### src/rtl/vedic_mult_seq.sv
// vedic_mult_seq: multi-cycle Urdhva-Tiryagbhyam multiplier.
// Consumes the multiplier two bits per cycle (LSB digit first). Each digit row
// is built from WIDTH/2 2x2 Vedic cells, then shifted into a 2*WIDTH
// accumulator. Signed mode works on magnitudes and negates the final sum.
module vedic_mult_seq #(
  parameter int WIDTH = 8
) (
  input  logic               clk,
  input  logic               rst,
  input  logic               in_valid,
  output logic               in_ready,
  input  logic [WIDTH-1:0]   a,
  input  logic [WIDTH-1:0]   b,
  input  logic               signed_mode,
  output logic               out_valid,
  input  logic               out_ready,
  output logic [2*WIDTH-1:0] p,
  output logic               busy
);

  localparam int DIGITS = WIDTH / 2;
  localparam int CW     = $clog2(DIGITS + 1);
  localparam int RW     = WIDTH + 2;
  localparam int PW     = 2 * WIDTH;

  if (((WIDTH % 2) != 0) || (WIDTH < 4)) begin : g_bad_width
    $error("vedic_mult_seq: WIDTH must be even and >= 4");
  end

  typedef enum logic [1:0] {S_IDLE, S_BUSY, S_DONE} state_t;

  state_t          r_state;
  state_t          w_next;
  logic [WIDTH-1:0] r_mag_a;
  logic [WIDTH-1:0] r_mag_b;
  logic            r_neg;
  logic [CW-1:0]   r_cnt;
  logic [PW-1:0]   r_acc;
  logic [PW-1:0]   r_p;

  logic            w_accept;
  logic            w_last;
  logic [1:0]      w_digit;
  logic [RW-1:0]   w_row;
  logic [PW-1:0]   w_sum;
  logic [WIDTH-1:0] w_mag_a;
  logic [WIDTH-1:0] w_mag_b;

  // 2x2 Vedic cell: vertical/crosswise partial products through half adders.
  function automatic logic [3:0] vedic2x2(input logic [1:0] x, input logic [1:0] y);
    logic q0, t1, t2, s1, h1, q3, s2, s3;
    q0 = x[0] & y[0];
    t1 = x[1] & y[0];
    t2 = x[0] & y[1];
    s1 = t1 ^ t2;
    h1 = t1 & t2;
    q3 = x[1] & y[1];
    s2 = q3 ^ h1;
    s3 = q3 & h1;
    return {s3, s2, s1, q0};
  endfunction

  // Operand magnitudes; -2^(WIDTH-1) maps to 2^(WIDTH-1), still fits unsigned.
  assign w_mag_a = (signed_mode && a[WIDTH-1]) ? -a : a;
  assign w_mag_b = (signed_mode && b[WIDTH-1]) ? -b : b;

  assign w_digit = r_mag_b[1:0];
  assign w_last  = (r_cnt == CW'(DIGITS - 1));
  assign w_sum   = r_acc + (PW'(w_row) << {r_cnt, 1'b0});
  assign p       = r_p;

  // Digit row: one 2x2 cell per multiplicand digit, summed at 2-bit offsets.
  always_comb begin
    w_row = '0;
    for (int k = 0; k < DIGITS; k++) begin
      w_row = w_row + (RW'(vedic2x2(r_mag_a[2*k +: 2], w_digit)) << (2 * k));
    end
  end

  // Next-state and handshake outputs.
  always_comb begin
    w_next    = r_state;
    in_ready  = 1'b0;
    busy      = 1'b0;
    out_valid = 1'b0;
    case (r_state)
      S_IDLE: begin
        in_ready = 1'b1;
        if (in_valid) w_next = S_BUSY;
      end
      S_BUSY: begin
        busy = 1'b1;
        if (w_last) w_next = S_DONE;
      end
      S_DONE: begin
        out_valid = 1'b1;
        if (out_ready) begin
          in_ready = 1'b1;
          w_next   = in_valid ? S_BUSY : S_IDLE;
        end
      end
      default: w_next = S_IDLE;
    endcase
    // Nothing is accepted while reset is held.
    if (rst) in_ready = 1'b0;
  end

  assign w_accept = in_valid & in_ready;

  // State register.
  always_ff @(posedge clk or posedge rst) begin
    if (rst) r_state <= S_IDLE;
    else     r_state <= w_next;
  end

  // Operand capture, digit accumulation and result register.
  always_ff @(posedge clk or posedge rst) begin
    if (rst) begin
      r_mag_a <= '0;
      r_mag_b <= '0;
      r_neg   <= 1'b0;
      r_cnt   <= '0;
      r_acc   <= '0;
      r_p     <= '0;
    end else if (w_accept) begin
      r_mag_a <= w_mag_a;
      r_mag_b <= w_mag_b;
      r_neg   <= signed_mode & (a[WIDTH-1] ^ b[WIDTH-1]);
      r_cnt   <= '0;
      r_acc   <= '0;
    end else if (r_state == S_BUSY) begin
      r_acc   <= w_sum;
      r_mag_b <= r_mag_b >> 2;
      r_cnt   <= r_cnt + CW'(1);
      if (w_last) r_p <= r_neg ? -w_sum : w_sum;
    end
  end

endmodule

### config.mk
export PLATFORM = sky130hd
export DESIGN_NAME = vedic_mult_seq
export DESIGN_NICKNAME = d
export VERILOG_FILES = /design/src/rtl/vedic_mult_seq.sv
export SDC_FILE = /design/constraint.sdc
export NUM_CORES = 1
export LEC_CHECK = 0
export CORE_MARGIN = 2
export CORE_UTILIZATION = 50
export CTS_CLUSTER_SIZE = 12
export DETAILED_ROUTE_END_ITERATION = 7
export GPL_ROUTABILITY_DRIVEN = 0
export GPL_TIMING_DRIVEN = 0
export MAX_ROUTING_LAYER = met4
export PLACE_DENSITY = 0.77
export SKIP_CTS_REPAIR_TIMING = 1
export SLEW_MARGIN = 20
export SYNTH_ARGS = -nofsm -noshare
export SYNTH_HDL_FRONTEND = slang
export SYNTH_SLANG_ARGS = --single-unit
### constraint.sdc
create_clock -name clk -period 6.4 [get_ports clk]
set_input_delay 1.92 -clock clk [delete_from_list [all_inputs] [get_ports clk]]
set_output_delay 1.92 -clock clk [all_outputs]
set_load 0.05 [all_outputs]
# ---- Word level (Yosys, flattened, before mapping)
# Cells that the tools add are included.
dict set report op_classes {
  eq_ne 6
  addsub 8
  muxes 19
  bitwise 36
  shifts 1
  n_reduce_logical 6
}
# op count
set ops {}
lappend ops {{16-bit two-way mux} 3}
lappend ops {{8-bit two-way mux} 4}
lappend ops {{1-bit AND} 26}
lappend ops {{16-bit adder} 1}
lappend ops {{16-bit negator} 1}
lappend ops {{8-bit negator} 2}
lappend ops {{10-bit by 4-bit left shift with 16-bit output} 1}
lappend ops {{9-bit by 10-bit adder with 10-bit output} 1}
lappend ops {{7-bit by 8-bit adder with 9-bit output} 1}
lappend ops {{1-bit bitwise XOR} 9}
lappend ops {{4-bit by 6-bit adder with 7-bit output} 1}
lappend ops {{2-bit two-way mux} 3}
lappend ops {{3-bit two-way mux} 2}
lappend ops {{2-bit inequality test, second input constant} 3}
lappend ops {{2-bit case mux with 3 select lines} 1}
lappend ops {{3-bit AND reduction} 2}
lappend ops {{1-bit two-way mux} 5}
lappend ops {{3-bit by 1-bit adder with 3-bit output, second input constant} 1}
lappend ops {{3-bit by 2-bit == test with 1-bit output, second input constant} 1}
lappend ops {{2-bit by 1-bit == test with 1-bit output, second input constant} 1}
lappend ops {{2-bit == test, second input constant} 1}
lappend ops {{1-bit logical AND} 2}
lappend ops {{2-bit zero test} 1}
lappend ops {{1-bit case mux with 2 select lines} 1}
lappend ops {{2 further kinds} 2}
dict set report totals {
  inputBits 21
  wordCells 83
  regBits 54
}

# ---- Depth between registers and ports, before layout
dict set report logic_depth {
  depth_word 10
  ltp_mapped 23
  mapped_depth_nobuf 22
}

# ---- Least setup slack after synthesis
# OpenSTA, ideal clock, no wires.
dict set report synth_path {
  path_type {input -> output}
  start {in out_ready}
  end {out in_ready}
  arrival_time_ns 3.248
  path_slack_ns 1.232
  path_buffers 0
  cell_stages 2
  path_cell_list {inv_1 a211oi_1}
}
dict set report synth_between {
  elab_chain_cells 3
}
# item line_no
set synth_lines {}
lappend synth_lines {{start: declaration} 16} ;# input logic out_ready,
lappend synth_lines {{1-bit two-way mux} 97} ;# if (out_ready) begin
lappend synth_lines {{1-bit case mux with 2 select lines} 86} ;# case (r_state)
lappend synth_lines {{1-bit two-way mux} 105} ;# if (rst) in_ready = 1'b0;
lappend synth_lines {{end: declaration} 11} ;# output logic in_ready,
# Every way passes these cells.

# ---- Worst setup path in the final report
dict set report layout_path {
  start {reg r_mag_b[0]}
  end {reg r_p[14] (netlist: p[14])}
}
dict set report layout_between {
  elab_chain_cells 10
  elab_cells_between_ends 31
}
# item line_no
set layout_lines {}
lappend layout_lines {{start: declaration} 35} ;# logic [WIDTH-1:0] r_mag_b;
lappend layout_lines {{start signal: assignment} 127} ;# r_mag_b <= w_mag_b;
lappend layout_lines {{start signal: assignment} 133} ;# r_mag_b <= r_mag_b >> 2;
lappend layout_lines {{1-bit AND} 53} ;# t1 = x[1] & y[0];
lappend layout_lines {{1-bit AND} 56} ;# h1 = t1 & t2;
lappend layout_lines {{1-bit bitwise XOR / 1-bit AND (equally long branches)} {58, 59}}
lappend layout_lines {{4-bit by 6-bit adder with 7-bit output} 76} ;# w_row = w_row + (RW'(vedic2x2(r_mag_a[2*k +: 2], w_digit)) << (2 * k));
lappend layout_lines {{7-bit by 8-bit adder with 9-bit output} 76}
lappend layout_lines {{9-bit by 10-bit adder with 10-bit output *} 76}
lappend layout_lines {{10-bit by 4-bit left shift with 16-bit output *} 69} ;# assign w_sum = r_acc + (PW'(w_row) << {r_cnt, 1'b0});
lappend layout_lines {{16-bit adder *} 69}
lappend layout_lines {{16-bit negator} 135} ;# if (w_last) r_p <= r_neg ? -w_sum : w_sum;
lappend layout_lines {{16-bit two-way mux *} 135}
lappend layout_lines {{end signal: assignment} 135}
lappend layout_lines {{end: declaration} 39} ;# logic [PW-1:0] r_p;
# Mark *: on every way between the ends. The rest lies on a longest branch, timed or not.
# A chain may end at the register's enable or synchronous reset.

==> impl_metrics.json <==
{
  "run_status": "complete, no violations",
  "rsz0062_at_grt": "no",
  "drive_gt1_share_pct": 5.16,
  "grt_overflow": 0,
  "fin_skew_ns": 0.0183,
  "critPathRequiredTime_ns": 6.60,
  "drt_iter0_markers": 262,
  "antenna_found_initial": 0,
  "cp_num_buf_inv": 0,
  "tritoncts": "done",
  "insertion_delay_ns": 0.32,
  "drv_cap": 0,
  "yosys-top-cells-area": "dfrtp_1 (31%), ha_1 (9.7%), nand2_1 (5.8%)",
  "routed_via_density": 6.09,
  "async_flop_share_pct": 100,
  "fin_setup_tns_ns": 0,
  "antennaDiodeCount": 0,
  "wire_per_inst_um": 15.7,
  "synth_flop_cell": "dfrtp_1",
  "timing.critical_path.mode_cell": "ha_1",
  "synthMuxAreaShare_pct": 1.88,
  "vdd_drop_max_uv": 234,
  "crit_chain": "and2_1 -> ha_1 -> ha_1 -> ha_1 -> fa_1 -> a21o_1 -> a21oi_1 -> o21bai_1 -> a21oi_1 -> xnor2_1 -> mux2i_1 -> nor2b_1 -> o32ai_1 -> ha_1 -> a21oi_2 -> o21ai_0 -> a31o_2 -> a311oi_1 -> o22ai_1 -> o41ai_1 -> xor2_1 -> o21ai_1",
  "synthDominantCellAreaShare_pct": 30.7,
  "end_kind": "register",
  "fmax_ghz": 0.167,
  "finalHoldViolations": 0,
  "place_hpwl_mm": 8.29,
  "fillCellCount": 755,
  "cts-buffers-inserted": 5,
  "period_needed_ns": 5.98,
  "nets": 618,
  "grt_pass1_vias": 3906,
  "grt_start_max_net_pins": 55,
  "crit_slowest_cell": "dfrtp_1",
  "pre_cts_ws_ns": 0.518,
  "start_util_pct": 51.0,
  "ys_types": 74,
  "ios": 40,
  "synth_fa_ha_area_share_pct": 10.6,
  "cpLargestDelayFamily": "compound AO/OA/AOI/OAI gates",
  "synth_edf_count": 0,
  "die_area_um2": 9570,
  "synth_top_family_by_area": "compound AO/OA/AOI/OAI gates",
  "cts.clk_slew.worst_paths_ns": 0.11,
  "core-area_um2": 8640,
  "antenna_left": 0,
  "drt_first_pass_iters": 5,
  "synth_xor_area_share_pct": 7.79,
  "synthCells": 516,
  "drt_wl_total_mm": 10.5,
  "areaGrowthSynthToFinish_pct": 14.0,
  "drv_slew": 0,
  "p_leak_uw": 0.00220,
  "fin_hold_ws_ns": 0.491,
  "rows": 34,
  "synth.most_common_cell": "nand2_1",
  "slew_headroom_pct": 50.4,
  "yosysTopAreaCell": "dfrtp_1",
  "worstPathArrival_ns": 6.19,
  "vias": 4083,
  "port_buffers": 38,
  "cts_num_sinks": 54,
  "p_per_area_nw_per_um2": 519,
  "die_h_um": 97.8,
  "setup_slack_ns": 0.417,
  "worstHoldPathType": "reg2reg",
  "clock_path_buffers": 2,
  "grt_use_total_pct": 23.2,
  "fin_area_um2": 5020,
  "worstSetupStartpointType": "register",
  "synthTopCellsByCount": "nand2_1 (68), dfrtp_1 (54), o21ai_0 (47)",
  "place_area_um2": 4920,
  "setup_violations": 0,
  "drc": 0,
  "syn_area_per_cell_um2": 8.53,
  "critPathMaxFanout": 10,
  "timing.final.crit_share_pct": 93.5,
  "ys_seq_elements": 54,
  "htreeDepth": 2,
  "ys.warnings.count": 0,
  "clk_root_buffer_cell": "clkbuf_8",
  "yosysSeqAreaShare_pct": 30.7,
  "synthesis.nets": 573,
  "critPathKind": "reg2reg",
  "power_uw": 2600,
  "cpPeakStageDelay_ns": 0.47,
  "syn_area_um2": 4400,
  "synth_compound_area_share_pct": 22.8,
  "die_w_um": 97.8,
  "worstMarginPinSlew_ns": 0.734,
  "yosys.area_share.simple_pct": 22.7,
  "grt_pass1_wl_mm": 18.0
}
==> final timing paths <==
kind / startpoint / endpoint / slack, ns / depth (start not counted)
worst max register to register: r_mag_b[0] / p[14] / 0.42 / 22
worst max-delay path: r_mag_b[0] / p[14] / 0.42 / 22
worst min register to register: p[9] / p[9] / 0.49 / 2
max in group asynchronous: rst / r_mag_a[4] / 3.85 / 2
min in group asynchronous: rst / r_state[1] / 2.11 / 2
worst min-delay path: p[9] / p[9] / 0.49 / 2
==> report_power, final <==
| part | internal (uW) | switching, uW | total [uW] |
|---|---|---|---|
| Sequential | 492 | 107 | 599 |
| Clock | 89.9 | 119 | 209 |
| Combinational | 679 | 1120 | 1800 |
| Total | 1260 | 1340 | 2600 |
==> flip-flops by register name (all words and copies together) (netlist names) <==
name     count
p           16
r_cnt        3
r_neg        1
r_mag_b      8
r_mag_a      8
r_state      2
r_acc       16
==> stage by stage <==
step           cells  util, %
2_1_floorplan    516        -
3_3_place_gp     662     56.9
3_5_place_dp     662     57.0
4_1_cts          670     58.1
5_1_grt          670     58.1
6_report         670     58.1
==> worst min-delay path, stage by stage (launching register included) <==
cell and delay (ns):
dfrtp_1 0.36, nand2_1 0.05, o21ai_0 0.06
==> metal layers <==
| metal | track usage, % | routed length, um |
|---|---|---|
| met1 | 30.8 | 4690 |
| met5 | - | 0 |
| met4 | 9.08 | 307 |
| met2 | 36.8 | 5050 |
| met3 | 2.29 | 436 |
==> cells in the final DEF, fill, tap and decap left out, types with 12 or more instances in the layout <==
master and count:
a21oi_1 18, ha_1 34, nor2_1 29, clkdlybuf4s50_1 38, xnor2_1 26, o21ai_0 47, and2_1 20, nand3_1 36
nand2_1 68, dfrtp_1 54, inv_1 12, clkbuf_1 23
==> cells by family (layout without fill, tap and decap cells) <==
kind of cell	after synthesis	count (layout)
and+or+nand+nor	198	198
buffers and inverters	39	85
DFF	54	54
AOI/OAI and AO/OA	144	144
adders and majority gates	36	36
muxes	8	8
xor gates and xnor gates	37	37
==> cell type report <==
class / count / area [um^2] / area share [%]
flip-flops and latches: 54 / 1350 / 26.9
plain buffers: 25 / 103 / 2.04
multi-input cells: 423 / 2900 / 57.8
inverters: 14 / 55.1 / 1.10
clock buffers: 7 / 86.3 / 1.72
clock inverters: 1 / 8.76 / 0.175
well taps: 108 / 135 / 2.69
repair buffers: 38 / 380 / 7.58
No activity file was read; power rests on OpenSTA's default activity.
